==> src/rtl/tsc_capture_buffer_pkg.sv <==
// Shared types and constants for the trigger-surround capture buffer.
package tsc_pkg;

  localparam int TSC_TS_W        = 16;
  localparam int TSC_DATA_W_DFLT = 8;

  typedef enum logic [2:0] {
    ST_IDLE,
    ST_FILL,
    ST_ARMED,
    ST_POST,
    ST_READ
  } tsc_cap_state_t;

endpackage

==> src/rtl/tsc_capture_buffer_if.sv <==
// Sample-in / window-out bundle of the capture buffer.
// TSC_TRIG_TS_EN adds the trig_ts timestamp signal.
interface tsc_capture_buffer_if
  import tsc_pkg::*;
#(
  parameter int DATA_W = TSC_DATA_W_DFLT
);

  logic              smp_vld;
  logic [DATA_W-1:0] smp_dat;
  logic              arm;
  logic              trig;
  logic              busy;
  logic              rd_req;
  logic              rd_vld;
  logic [DATA_W-1:0] rd_dat;
  logic              rd_last;
`ifdef TSC_TRIG_TS_EN
  logic [TSC_TS_W-1:0] trig_ts;
`endif

  // Sample source / host side.
  modport master (
    output smp_vld, smp_dat, arm, trig, rd_req,
`ifdef TSC_TRIG_TS_EN
    input  trig_ts,
`endif
    input  busy, rd_vld, rd_dat, rd_last
  );

  // Capture buffer side.
  modport slave (
    input  smp_vld, smp_dat, arm, trig, rd_req,
`ifdef TSC_TRIG_TS_EN
    output trig_ts,
`endif
    output busy, rd_vld, rd_dat, rd_last
  );

endinterface

==> src/rtl/tsc_capture_buffer_sdp_ram.sv <==
// Simple dual-port sample store: one write port, one registered read port.
// The array itself is never reset; only the read register is.
module tsc_sdp_ram #(
  parameter int DATA_W = 8,
  parameter int DEPTH  = 32,
  parameter int PTR_W  = $clog2(DEPTH)
) (
  input  logic              clk,
  input  logic              rst,
  input  logic              wr_en,
  input  logic [PTR_W-1:0]  wr_addr,
  input  logic [DATA_W-1:0] wr_dat,
  input  logic              rd_en,
  input  logic [PTR_W-1:0]  rd_addr,
  output logic [DATA_W-1:0] rd_dat
);

  logic [DATA_W-1:0] mem [DEPTH];

  // Write port: data is visible to a read issued on the following edge.
  always_ff @(posedge clk) begin
    if (wr_en) mem[wr_addr] <= wr_dat;
  end

  // Registered read port, giving the one-cycle read latency.
  always_ff @(posedge clk) begin
    if (rst)        rd_dat <= '0;
    else if (rd_en) rd_dat <= mem[rd_addr];
  end

endmodule

==> src/rtl/tsc_capture_buffer.sv <==
// Trigger-surround capture buffer: records samples into a circular store,
// freezes PRE_TRIG samples before the trigger, the trigger sample and the
// rest after it, then plays the DEPTH-sample window out oldest-first.
// Optional feature macro: TSC_TRIG_TS_EN (16-bit trigger timestamp).
//
// state    | meaning
// ST_IDLE  | waiting for arm, no writes
// ST_FILL  | collecting the PRE_TRIG history, trig ignored
// ST_ARMED | circular recording, waiting for smp_vld & trig
// ST_POST  | collecting samples after the trigger
// ST_READ  | window frozen, serving rd_req
module tsc_capture_buffer
  import tsc_pkg::*;
#(
  parameter int DATA_W   = TSC_DATA_W_DFLT,
  parameter int DEPTH    = 32,
  parameter int PRE_TRIG = 8,
  parameter int PTR_W    = $clog2(DEPTH)
) (
  input logic                 clk,
  input logic                 rst,
  tsc_capture_buffer_if.slave bus
);

  localparam int CNT_W = PTR_W + 1;
  localparam logic [PTR_W-1:0] POST_LEN = PTR_W'(DEPTH - PRE_TRIG - 1);

  tsc_cap_state_t   state;
  logic [PTR_W-1:0] wr_ptr;
  logic [PTR_W-1:0] rd_ptr;
  logic [PTR_W-1:0] pre_cnt;
  logic [PTR_W-1:0] post_cnt;
  logic [CNT_W-1:0] rd_cnt;
  logic             wr_en;
  logic             rd_en;
  logic             trig_hit;

  // Store writes happen only while recording; READ freezes the window.
  always_comb begin
    wr_en    = bus.smp_vld &&
               (state == ST_FILL || state == ST_ARMED || state == ST_POST);
    trig_hit = (state == ST_ARMED) && bus.smp_vld && bus.trig;
    rd_en    = (state == ST_READ) && bus.rd_req && (rd_cnt < CNT_W'(DEPTH));
  end

  // Capture sequencer with registered busy/rd_vld/rd_last.
  always_ff @(posedge clk) begin
    if (rst) begin
      state       <= ST_IDLE;
      wr_ptr      <= '0;
      rd_ptr      <= '0;
      pre_cnt     <= '0;
      post_cnt    <= '0;
      rd_cnt      <= '0;
      bus.busy    <= 1'b0;
      bus.rd_vld  <= 1'b0;
      bus.rd_last <= 1'b0;
    end else begin
      bus.rd_vld  <= 1'b0;
      bus.rd_last <= 1'b0;
      case (state)
        ST_IDLE: begin
          if (bus.arm) begin
            pre_cnt  <= '0;
            rd_cnt   <= '0;
            bus.busy <= 1'b1;
            state    <= (PRE_TRIG == 0) ? ST_ARMED : ST_FILL;
          end
        end
        ST_FILL: begin
          if (bus.smp_vld) begin
            wr_ptr  <= wr_ptr + PTR_W'(1);
            pre_cnt <= pre_cnt + PTR_W'(1);
            if (pre_cnt == PTR_W'(PRE_TRIG - 1)) state <= ST_ARMED;
          end
        end
        ST_ARMED: begin
          if (bus.smp_vld) begin
            wr_ptr <= wr_ptr + PTR_W'(1);
            if (bus.trig) begin
              // wr_ptr still addresses the trigger sample's slot here.
              rd_ptr   <= wr_ptr - PTR_W'(PRE_TRIG);
              post_cnt <= POST_LEN;
              state    <= (POST_LEN == '0) ? ST_READ : ST_POST;
            end
          end
        end
        ST_POST: begin
          if (bus.smp_vld) begin
            wr_ptr   <= wr_ptr + PTR_W'(1);
            post_cnt <= post_cnt - PTR_W'(1);
            if (post_cnt == PTR_W'(1)) state <= ST_READ;
          end
        end
        ST_READ: begin
          if (rd_en) begin
            rd_ptr     <= rd_ptr + PTR_W'(1);
            rd_cnt     <= rd_cnt + CNT_W'(1);
            bus.rd_vld <= 1'b1;
            if (rd_cnt == CNT_W'(DEPTH - 1)) begin
              bus.rd_last <= 1'b1;
              bus.busy    <= 1'b0;
              state       <= ST_IDLE;
            end
          end
        end
        default: state <= ST_IDLE;
      endcase
    end
  end

`ifdef TSC_TRIG_TS_EN
  logic [TSC_TS_W-1:0] ts_cnt;

  // Free-running sample counter, latched on the trigger sample.
  always_ff @(posedge clk) begin
    if (rst) begin
      ts_cnt      <= '0;
      bus.trig_ts <= '0;
    end else begin
      if (bus.smp_vld) ts_cnt      <= ts_cnt + TSC_TS_W'(1);
      if (trig_hit)    bus.trig_ts <= ts_cnt;
    end
  end
`endif

  tsc_sdp_ram #(
    .DATA_W (DATA_W),
    .DEPTH  (DEPTH),
    .PTR_W  (PTR_W)
  ) u_ram (
    .clk     (clk),
    .rst     (rst),
    .wr_en   (wr_en),
    .wr_addr (wr_ptr),
    .wr_dat  (bus.smp_dat),
    .rd_en   (rd_en),
    .rd_addr (rd_ptr),
    .rd_dat  (bus.rd_dat)
  );

endmodule

==> src/flat_wrapper.sv <==
// flat-port wrapper written by rule: the top's interface ports become plain ports
module tsc_capture_buffer_flat import tsc_pkg::*;
#(
  parameter int DATA_W   = TSC_DATA_W_DFLT,
  parameter int DEPTH    = 32,
  parameter int PRE_TRIG = 8,
  parameter int PTR_W    = $clog2(DEPTH)
)
  (clk, rst, bus_smp_vld, bus_smp_dat, bus_arm, bus_trig, bus_rd_req, bus_busy, bus_rd_vld, bus_rd_dat, bus_rd_last);
  tsc_capture_buffer_if #(.DATA_W(DATA_W)) bus_i ();
  input logic clk;
  input logic rst;
  input wire logic [$bits(bus_i.smp_vld)-1:0] bus_smp_vld;
  input wire logic [$bits(bus_i.smp_dat)-1:0] bus_smp_dat;
  input wire logic [$bits(bus_i.arm)-1:0] bus_arm;
  input wire logic [$bits(bus_i.trig)-1:0] bus_trig;
  input wire logic [$bits(bus_i.rd_req)-1:0] bus_rd_req;
  output wire logic [$bits(bus_i.busy)-1:0] bus_busy;
  output wire logic [$bits(bus_i.rd_vld)-1:0] bus_rd_vld;
  output wire logic [$bits(bus_i.rd_dat)-1:0] bus_rd_dat;
  output wire logic [$bits(bus_i.rd_last)-1:0] bus_rd_last;
  assign bus_i.smp_vld = bus_smp_vld;
  assign bus_i.smp_dat = bus_smp_dat;
  assign bus_i.arm = bus_arm;
  assign bus_i.trig = bus_trig;
  assign bus_i.rd_req = bus_rd_req;
  assign bus_busy = bus_i.busy;
  assign bus_rd_vld = bus_i.rd_vld;
  assign bus_rd_dat = bus_i.rd_dat;
  assign bus_rd_last = bus_i.rd_last;
  tsc_capture_buffer #(.DATA_W(DATA_W), .DEPTH(DEPTH), .PRE_TRIG(PRE_TRIG), .PTR_W(PTR_W)) u_core (.clk(clk), .rst(rst), .bus(bus_i));
endmodule
==> config.mk <==
export PLATFORM = sky130hd
export DESIGN_NAME = tsc_capture_buffer_flat
export DESIGN_NICKNAME = d
export VERILOG_FILES = /design/src/rtl/tsc_capture_buffer_pkg.sv /design/src/rtl/tsc_capture_buffer_if.sv /design/src/rtl/tsc_capture_buffer_sdp_ram.sv /design/src/rtl/tsc_capture_buffer.sv /design/src/flat_wrapper.sv
export SDC_FILE = /design/constraint.sdc
export NUM_CORES = 1
export LEC_CHECK = 0
export CAP_MARGIN = 20
export CORE_MARGIN = 2
export CORE_UTILIZATION = 56
export CTS_CLUSTER_DIAMETER = 200
export DETAILED_ROUTE_END_ITERATION = 12
export PLACE_DENSITY = 0.84
export SYNTH_ARGS = -nofsm -noshare
export SYNTH_HDL_FRONTEND = slang
export SYNTH_SLANG_ARGS = --single-unit
==> constraint.sdc <==
create_clock -name clk -period 1.9 [get_ports clk]
set_clock_uncertainty 0.1 [all_clocks]
set_input_delay 0.38 -clock clk [delete_from_list [all_inputs] [get_ports clk]]
set_output_delay 0.38 -clock clk [all_outputs]
set_load 0.01 [all_outputs]
==> metrics.yaml, run 1 <==
synth:
  yosys-top-cells-area: "edfxtp_1 (63%), dfxtp_1 (6.6%), mux4_2 (5.4%)"
  yosysSeqAreaShare_pct: 69.96
  synth-seq-cells: 296
  synth_ff_type: "edfxtp_1"
  yosysMostFrequentCell: "edfxtp_1"
  yosys-top-cells-count: "edfxtp_1 (256), nor2_1 (75), mux2i_1 (46)"
  synthArstFlopShare_pct: 0
  synth_top_cell_by_area: "edfxtp_1"
  synth_nets: 752
  synth.cell_area_sq_um: 12130
  postSynthCellCount: 725
  synth.distinct_cells: 56
  synth_top_area_share_pct: 63.36
  syn_area_per_cell_sq_um: 16.74
  yosys_warnings: 0
  synth_edf_count: 256
grt:
  grt_pass1_vias: 7784
  grt_pass1_wl_um: 46600
  gr-usage-all-layers_pct: 27.53
  antenna_found_initial: 0
  globalRouteOverflowTotal: 0
  grt_max_degree: 33
power:
  powerDensity_nw_per_um2: 871.4
  ir_drop_uv: 847.7
  power_uw: 12920
  p_leak_uw: 0.004907
worst_setup_path:
  critPathCaptureType: "register"
  cp.arrival_ps: 2420
  crit_required_ps: 2230
  worstSetupPathType: "register to register"
  cp-start-kind: "register"
  cp_max_fo: 4
cts:
  cts_htree_levels: 1
  cts_hold_buf: 0
  cts-root-buf: "clkbuf_16"
  clkTransAtPathRegs_ps: 60
  cts_tree: "yes"
  cts_sinks: 296
  clk_latency_ps: 550
  cts.path.max_buffers: 3
  cts_inserted_buffers: 29
timing:
  min_period_ps: 2089
  rsz0062_at_grt: "yes"
  finalSetupViolCount: 8
  post-route-period-util_pct: 110.0
  worst_pin_slew_ps: 516.8
  max_freq_mhz: 478.6
  setup_tns_ps: -1087
  final_hold_viol_count: 0
  fin_ws_ps: -189.2
  holdWs_ps: 389.5
  slew-limit-headroom_pct: 65.50
  drv_slew: 0
place:
  placed_area_sq_um: 13430
  port_buffers: 24
  finalWeightedCongestion: 0.8888
  hpwl_um: 17930
route:
  wire_per_inst_um: 25.99
  dr_wl_met2_um: 15480
  vias_per_cell: 6.387
  drt-total-wl_um: 30510
  wl_met3_um: 2559
  via_count: 7498
  drt_iter0_drc: 1001
  highest_layer: "met4"
  drtPass1Iterations: 6
  ant_nets: 0
  drc_errors: 0
  wl_met1_um: 11210
die:
  core_sq_um: 21150
  num_io_pins: 25
  num_rows: 53
  start_util_pct: 57.35
  die_y_um: 151.2
  dieWidth_um: 151.2
  die_area_sq_um: 22860
status:
  status: "finished, violations left"
  violations: "setup timing"
worst_hold_path:
  min_path_type: "register to register"
layout:
  nNetsFinal: 907
  syn2layout_area_growth_pct: 22.20
  fin_area_sq_um: 14830
  fin_util_pct: 70.09
  drive_above_1_share_pct: 31.59
  n_antenna_cell: 0
flow_run:
  maxCapViolations: 0
placed cells by master, fill, tap and decap left out, drive strengths merged, types with 4 or more instances in the layout:
master,n
edfxtp,256
buf,131
nor2,76
mux2i,46
mux4,45
dfxtp,40
clkbuf,35
nand2,30
a21oi,22
clkdlybuf4s50,15
o21ai,14
ha,13
inv,13
a22oi,12
nor2b,11
a211oi,11
nor3,11
dlygate4sd2,9
xnor2,8
nand2b,8
o41ai,8
clkinv,8
nand3b,7
and3,6
nand4,5
a31oi,5
nand3,5
xor2,4
o22ai,4
nor3b,4
kinds of logic after synthesis:
family          share of synthesized area (%)
compound gates                          5.404
xor+xnor                               0.8662
fa+ha+maj                               1.341
buf+inv                                 2.393
flops                                   69.96
mux                                     12.64
simple gates                            7.394
report_power, final:
part	leakage [uW]	internal [uW]	switching (uW)
Sequential	0.00263	7080	20.3
Combinational	0.00186	143	250
Clock	0.000422	3060	2370
what timing repair did:
action,in CTS,in global routing
resized for setup,72,29
pin swaps,25,13
setup endpoints to repair,65,96
gates cloned,6,0
setup buffers,10,0
worst max-delay path, cell delays in order (launching register included):
cell,delay [ps]
dfxtp_4,410
buf_6,130
buf_6,100
mux4_2,530
a211oi_2,240
buf_4,160
nand2_2,50
a32o_1,270
final timing paths:
check | from | endpoint | slack [ps] | depth (start not counted)
hold / removal | u_core.post_cnt[0] | u_core.post_cnt[0] | 390 | 1
hold reg to reg | u_core.post_cnt[0] | u_core.post_cnt[0] | 390 | 1
setup / recovery | u_core.rd_ptr[0] | u_core.u_ram.rd_dat[0] | -190 | 7
setup reg to reg | u_core.rd_ptr[0] | u_core.u_ram.rd_dat[0] | -190 | 7
layer usage:
metal,global-route usage (%),vias up
li1,-,3148
met1,35.77,3758
met2,46.86,489
met3,4.428,103
met4,10.89,0
met5,0,-
layout make-up:
class | count | area [sq um]
flip-flops and latches | 296 | 8504
clock inverters | 15 | 131.4
repair buffers | 157 | 1496
inverters | 11 | 41.29
clock buffers | 35 | 748.2
multi-input cells | 385 | 3561
well taps | 275 | 344.1
fillers | 1210 | 6327
flip-flops by register name, summed over array words and instances (netlist names):
signal	cells
u_core.post_cnt	5
u_core.wr_ptr	5
u_core.state	3
u_core.rd_ptr	5
u_core.u_ram.rd_dat	8
u_core.rd_cnt	6
u_core.u_ram.mem	256
u_core.bus.rd_last	1
u_core.pre_cnt	5
u_core.bus.busy	1
u_core.bus.rd_vld	1
per-stage QoR:
stage	setup slack [ps]	cells
floorplan	-47.33	725
global placement	-351.4	1108
detailed placement	-417.9	1108
CTS	-115.6	1174
global route	-226.8	1174
finish	-189.2	1174
Note: power is estimated with default switching activity, not from simulation.
==> run 2: changes to the inputs <==
Settings changed: GPL_TIMING_DRIVEN set to 0.
==> metrics.yaml, run 2 (synthesis gave the netlist of run 1 again) <==
status:
  status: "finished, violations left"
  violations: "setup timing"
route:
  drt-total-wl_um: 31310
  drc_errors: 0
  via_count: 7436
  drtPass1Iterations: 5
  drt_iter0_drc: 903
  ant_nets: 0
  wire_per_inst_um: 27.86
  vias_per_cell: 6.616
power:
  switching_share_pct: 19.84
  p_leak_uw: 0.004817
  p_int_uw: 11080
  clock_power_share_pct: 45.3
  powerDensity_nw_per_um2: 914.6
  ir_drop_uv: 808.1
  switching_power_uw: 2743
  seqPwrFrac_pct: 51.3
  combPwrFrac_pct: 3.3
worst_setup_path:
  cp-start-kind: "register"
  crit_required_ps: 2220
  r2r_setup_slack_ps: -320
  cp_max_fo: 10
  critPathCaptureType: "register"
  cp.arrival_ps: 2540
  worstSetupPathType: "register to register"
timing:
  final_hold_viol_count: 0
  max_freq_mhz: 450.6
  rsz0062_at_grt: "yes"
  drv_slew: 0
  worst_pin_slew_ps: 671.7
  fin_ws_ps: -319.0
  slew-limit-headroom_pct: 55.08
  min_period_ps: 2219
  finalSetupViolCount: 104
  post-route-period-util_pct: 116.8
place:
  finalWeightedCongestion: 0.8733
  port_buffers: 24
  dp_cells: 1025
  hpwl_um: 17280
grt:
  antenna_found_initial: 0
  gr-usage-all-layers_pct: 26.93
  grt_pass1_vias: 7349
  globalRouteOverflowTotal: 0
  use_met2_pct: 44.57
  busiest_layer: "met2"
  gr-usage-met1_pct: 34.83
  grt_max_degree: 33
  met3_usage_pct: 5.753
  grt_pass1_wl_um: 44590
die:
  die_area_sq_um: 22860
  start_util_pct: 57.35
  num_io_pins: 25
  dieWidth_um: 151.2
  num_rows: 53
  core_sq_um: 21150
  die_y_um: 151.2
layout:
  layout_commonest_cell: "edfxtp_1"
  reg.largest.list: "u_core.u_ram.mem (256), u_core.u_ram.rd_dat (8), u_core.rd_cnt (6)"
  regArea_sq_um: 8496
  drive_above_1_share_pct: 30.19
  fin_util_pct: 71.45
  instances_no_fill: 1124
  nNetsFinal: 853
  largest_reg_flops: 256
  syn2layout_area_growth_pct: 24.57
  top_register: "u_core.u_ram.mem"
  multi_input_area_sq_um: 3846
  fill_cells: 1177
  most-common-layout-cells: "edfxtp_1 (256), mux2i_1 (39), nor2_1 (39), mux4_2 (36), dfxtp_1 (34)"
cts:
  cts_hold_buf: 0
  clkTransAtPathRegs_ps: 70
  cts.path.max_buffers: 3
  cts-root-buf: "clkbuf_16"
  cts_htree_levels: 1
  cts_sinks: 296
  cts_tree: "yes"
  cts_inserted_buffers: 29
  clk_latency_ps: 550
worst_hold_path:
  min_path_type: "input port to register"
flow_run:
  maxCapViolations: 0
## run 2: cell types whose count changed in the layout (fill, tap and decap cells not counted), sizes merged
cell	previous run	this run
clkdlybuf4s50	15	14
clkbuf	35	51
clkinvlp	3	0
diode	0	1
buf	131	69
dlymetal6s2s	0	1
bufinv	2	6
bufbuf	2	0
clkinv	8	4
## run 2: cell type report
class | instances | share of cell area [%]
clock buffer | 41 | 5.430
antenna | 1 | 0.01656
multi-input combinational | 385 | 25.45
inverter | 11 | 0.2732
sequential | 296 | 56.21
timing repair buffer | 70 | 6.465
tap | 275 | 2.276
buffer | 33 | 2.425
clock inverter | 12 | 1.457
## run 2: path summary, 6_finish.rpt
kind / end / start / depth (start not counted)
worst max-delay path: u_core.u_ram.rd_dat[2] / u_core.rd_ptr[2] / 6
worst min-delay path: u_core.state[1] / bus_smp_vld / 4
worst max register to register: u_core.u_ram.rd_dat[2] / u_core.rd_ptr[2] / 6
worst min register to register: u_core.post_cnt[3] / u_core.post_cnt[3] / 2
## run 2: per-stage QoR
| step | total power (uW) | instance area (sq um) | hold slack, ps | setup slack [ps] | setup TNS (ps) |
|---|---|---|---|---|---|
| after CTS | 13680 | 14740 | 390.9 | -154.9 | -749.9 |
| after global routing | 14100 | 15110 | 408.7 | -295.3 | -2728 |
| after global placement | 7532 | 12720 | 372.6 | -1255 | -349270 |
| after detailed placement | 7553 | 12740 | 381.4 | -1317 | -374990 |
| after floorplan | 7372 | 12130 | 352.5 | -47.33 | -8684 |
| final | 13820 | 15110 | 364.3 | -319.0 | -4569 |
## run 2: power groups by stage
| stage | sequential, uW | combinational, uW | clock, uW |
|---|---|---|---|
| 2_1_floorplan | 7240 | 136 | 0 |
| 3_3_place_gp | 7240 | 290 | 0 |
| 3_5_place_dp | 7240 | 309 | 0 |
| 4_1_cts | 7100 | 386 | 6190 |
| 5_1_grt | 7100 | 486 | 6520 |
| 6_report | 7100 | 457 | 6270 |
## run 2: worst max-delay path: stages, from the launching register on
cell,delay [ps]
dfxtp_1,470
buf_6,220
buf_6,220
mux2i_1,270
nand3b_1,150
a311oi_1,530
o41ai_1,130
## run 2: per-layer routing
| layer | wire [um] | vias to the layer above |
|---|---|---|
| li1 | - | 3062 |
| met1 | 11070 | 3705 |
| met2 | 15660 | 545 |
| met3 | 3091 | 124 |
| met4 | 1486 | 0 |
| met5 | 0 | - |
## run 2: timing repair
item,in CTS,in global routing
pin swaps,24,10
buffers inserted,32,6
endpoints found under the setup margin,276,228
gates resized for setup,154,34
==> run 3: changes to the inputs <==
Settings changed: ABC_CLOCK_PERIOD_IN_PS set to 1900, CELL_PAD_IN_SITES_DETAIL_PLACEMENT set to 0, CELL_PAD_IN_SITES_GLOBAL_PLACEMENT set to 1, CORE_UTILIZATION 56 to 48, PLACE_DENSITY 0.84 to 0.83.
==> metrics.yaml, run 3 (synthesis gave the netlist of run 1 again) <==
worst_hold_path:
  min-delay-start: "u_core.u_ram.rd_dat[5]"
  min_path_type: "register to register"
  worst_hold_path.endpoint: "u_core.u_ram.rd_dat[5]"
  min_path_cells: 2
die:
  start_util_pct: 48.60
  dieWidth_um: 163.0
  core_sq_um: 24960
  num_rows: 58
  num_io_pins: 25
  die_area_sq_um: 26560
  die_y_um: 163.0
layout:
  nNetsFinal: 863
  most-common-layout-cells: "edfxtp_1 (256), mux4_2 (41), mux2i_1 (39), dfxtp_1 (37)"
  largest_reg_flops: 256
  layout_commonest_cell: "edfxtp_1"
  syn2layout_area_growth_pct: 25.09
  fin_util_pct: 60.80
  n_antenna_cell: 0
  reg.largest.list: "u_core.u_ram.mem (256), u_core.u_ram.rd_dat (8), u_core.rd_cnt (6)"
  top_register: "u_core.u_ram.mem"
  drive_above_1_share_pct: 31.90
status:
  status: "finished, violations left"
  violations: "setup timing"
worst_setup_path:
  critPathLaunch: "u_core.rd_ptr[1]"
  worstPathCellList: "buf_6 > mux4_2 > o211ai_1 > nand2_1 > a32o_1"
  r2r_setup_slack_ps: -170
  cp.arrival_ps: 2410
  cp-start-kind: "register"
  worstSetupPathType: "register to register"
  critical_path.max_stage_delay_ps: 530
  r2r_start: "u_core.rd_ptr[1]"
  cp_max_fo: 7
  critPathCaptureType: "register"
  crit_required_ps: 2240
  slowest_stage: "mux4_2"
  rr_worst_depth: 5
  rr_endpoint: "u_core.u_ram.rd_dat[1]"
power:
  ir_drop_uv: 868.0
  p_leak_uw: 0.004846
  powerDensity_nw_per_um2: 872.8
route:
  drt_iter0_drc: 750
  drc_errors: 0
  drtPass1Iterations: 6
  drt-total-wl_um: 28680
  via_count: 7037
  wire_per_inst_um: 24.12
  ant_nets: 0
  vias_per_cell: 5.918
timing:
  min_period_ps: 2074
  finalSetupViolCount: 8
  worst_pin_slew_ps: 735.0
  slew-limit-headroom_pct: 50.84
  max_freq_mhz: 482.3
  post-route-period-util_pct: 109.1
  fin_ws_ps: -173.6
  rsz0062_at_grt: "yes"
  final_hold_viol_count: 0
  drv_slew: 0
place:
  pre_cts_slack_ps: -1479
  hpwl_um: 17770
  port_buffers: 24
  finalWeightedCongestion: 0.8223
grt:
  antenna_found_initial: 0
  gr-usage-all-layers_pct: 21.87
  grt_max_degree: 33
  grt_pass1_vias: 6881
  globalRouteOverflowTotal: 0
  grt_pass1_wl_um: 42790
cts:
  clk_latency_ps: 550
  cts_sinks: 296
  cts.path.max_buffers: 3
  cts_htree_levels: 1
  cts_tree: "yes"
  clkTransAtPathRegs_ps: 60
  cts_hold_buf: 0
  cts_inserted_buffers: 29
  cts-root-buf: "clkbuf_16"
flow_run:
  maxCapViolations: 0
run 3: per-stage QoR:
step | instance area, sq um | TNS (ps) | hold slack [ps] | total power, uW | cells
3_3_place_gp | 12790 | -386320 | 363.0 | 7543 | 1079
6_report | 15180 | -673.6 | 374.2 | 13250 | 1189
3_5_place_dp | 12830 | -384760 | 355.5 | 7561 | 1081
5_1_grt | 15180 | -1084 | 402.8 | 13600 | 1189
2_1_floorplan | 12130 | -8684 | 352.5 | 7372 | 725
4_1_cts | 14800 | -516.0 | 373.9 | 13270 | 1175
run 3: worst max-delay path by stage:
stage / endpoint / slack, ps / cells after the start
after floorplan: u_core.u_ram.mem[0][0] / -50 / 5
after global placement: u_core.u_ram.mem[1][6] / -1450 / 5
after detailed placement: u_core.u_ram.mem[1][6] / -1480 / 5
after CTS: u_core.u_ram.rd_dat[1] / -130 / 6
after global routing: u_core.u_ram.rd_dat[2] / -210 / 7
final: u_core.u_ram.rd_dat[1] / -170 / 5
run 3: power by group:
group	total (uW)	internal, uW	leakage, uW	switching [uW]
clock network	5720	3360	0.000469	2360
registers	7100	7080	0.00263	16.5
logic	428	163	0.00175	266
total	13200	10600	0.00485	2640
run 3: metal layers:
| layer | part of all wire [%] | global-route usage [%] | routed length [um] |
|---|---|---|---|
| met1 | 41 | 30.75 | 11780 |
| met2 | 48 | 35.27 | 13790 |
| met3 | 8.3 | 3.743 | 2390 |
| met4 | 2.5 | 6.718 | 721 |
| met5 | 0 | 0 | 0 |
run 3: worst max-delay path: cells and delay by family (launching register included):
kind / cells / cell delay [ps]
compound gates: 2 / 650
buf+inv: 1 / 170
mux: 1 / 530
simple gates: 1 / 120
flops: 1 / 380
run 3: cell type report:
| type | count | area (sq um) |
|---|---|---|
| clock buffer | 37 | 755.7 |
| timing repair buffer | 80 | 1054 |
| inverter | 11 | 41.29 |
| multi-input combinational | 385 | 3884 |
| fill | 1768 | 9787 |
| buffer | 33 | 341.6 |
| sequential | 296 | 8492 |
| clock inverter | 17 | 196.4 |
| tap | 330 | 412.9 |
run 3: what timing repair did:
| item | in CTS | in global routing |
|---|---|---|
| pin swaps | 31 | 18 |
| gates cloned | 1 | 0 |
| endpoints found under the setup margin | 276 | 248 |
| resized for setup | 147 | 53 |
| buffers inserted | 39 | 9 |
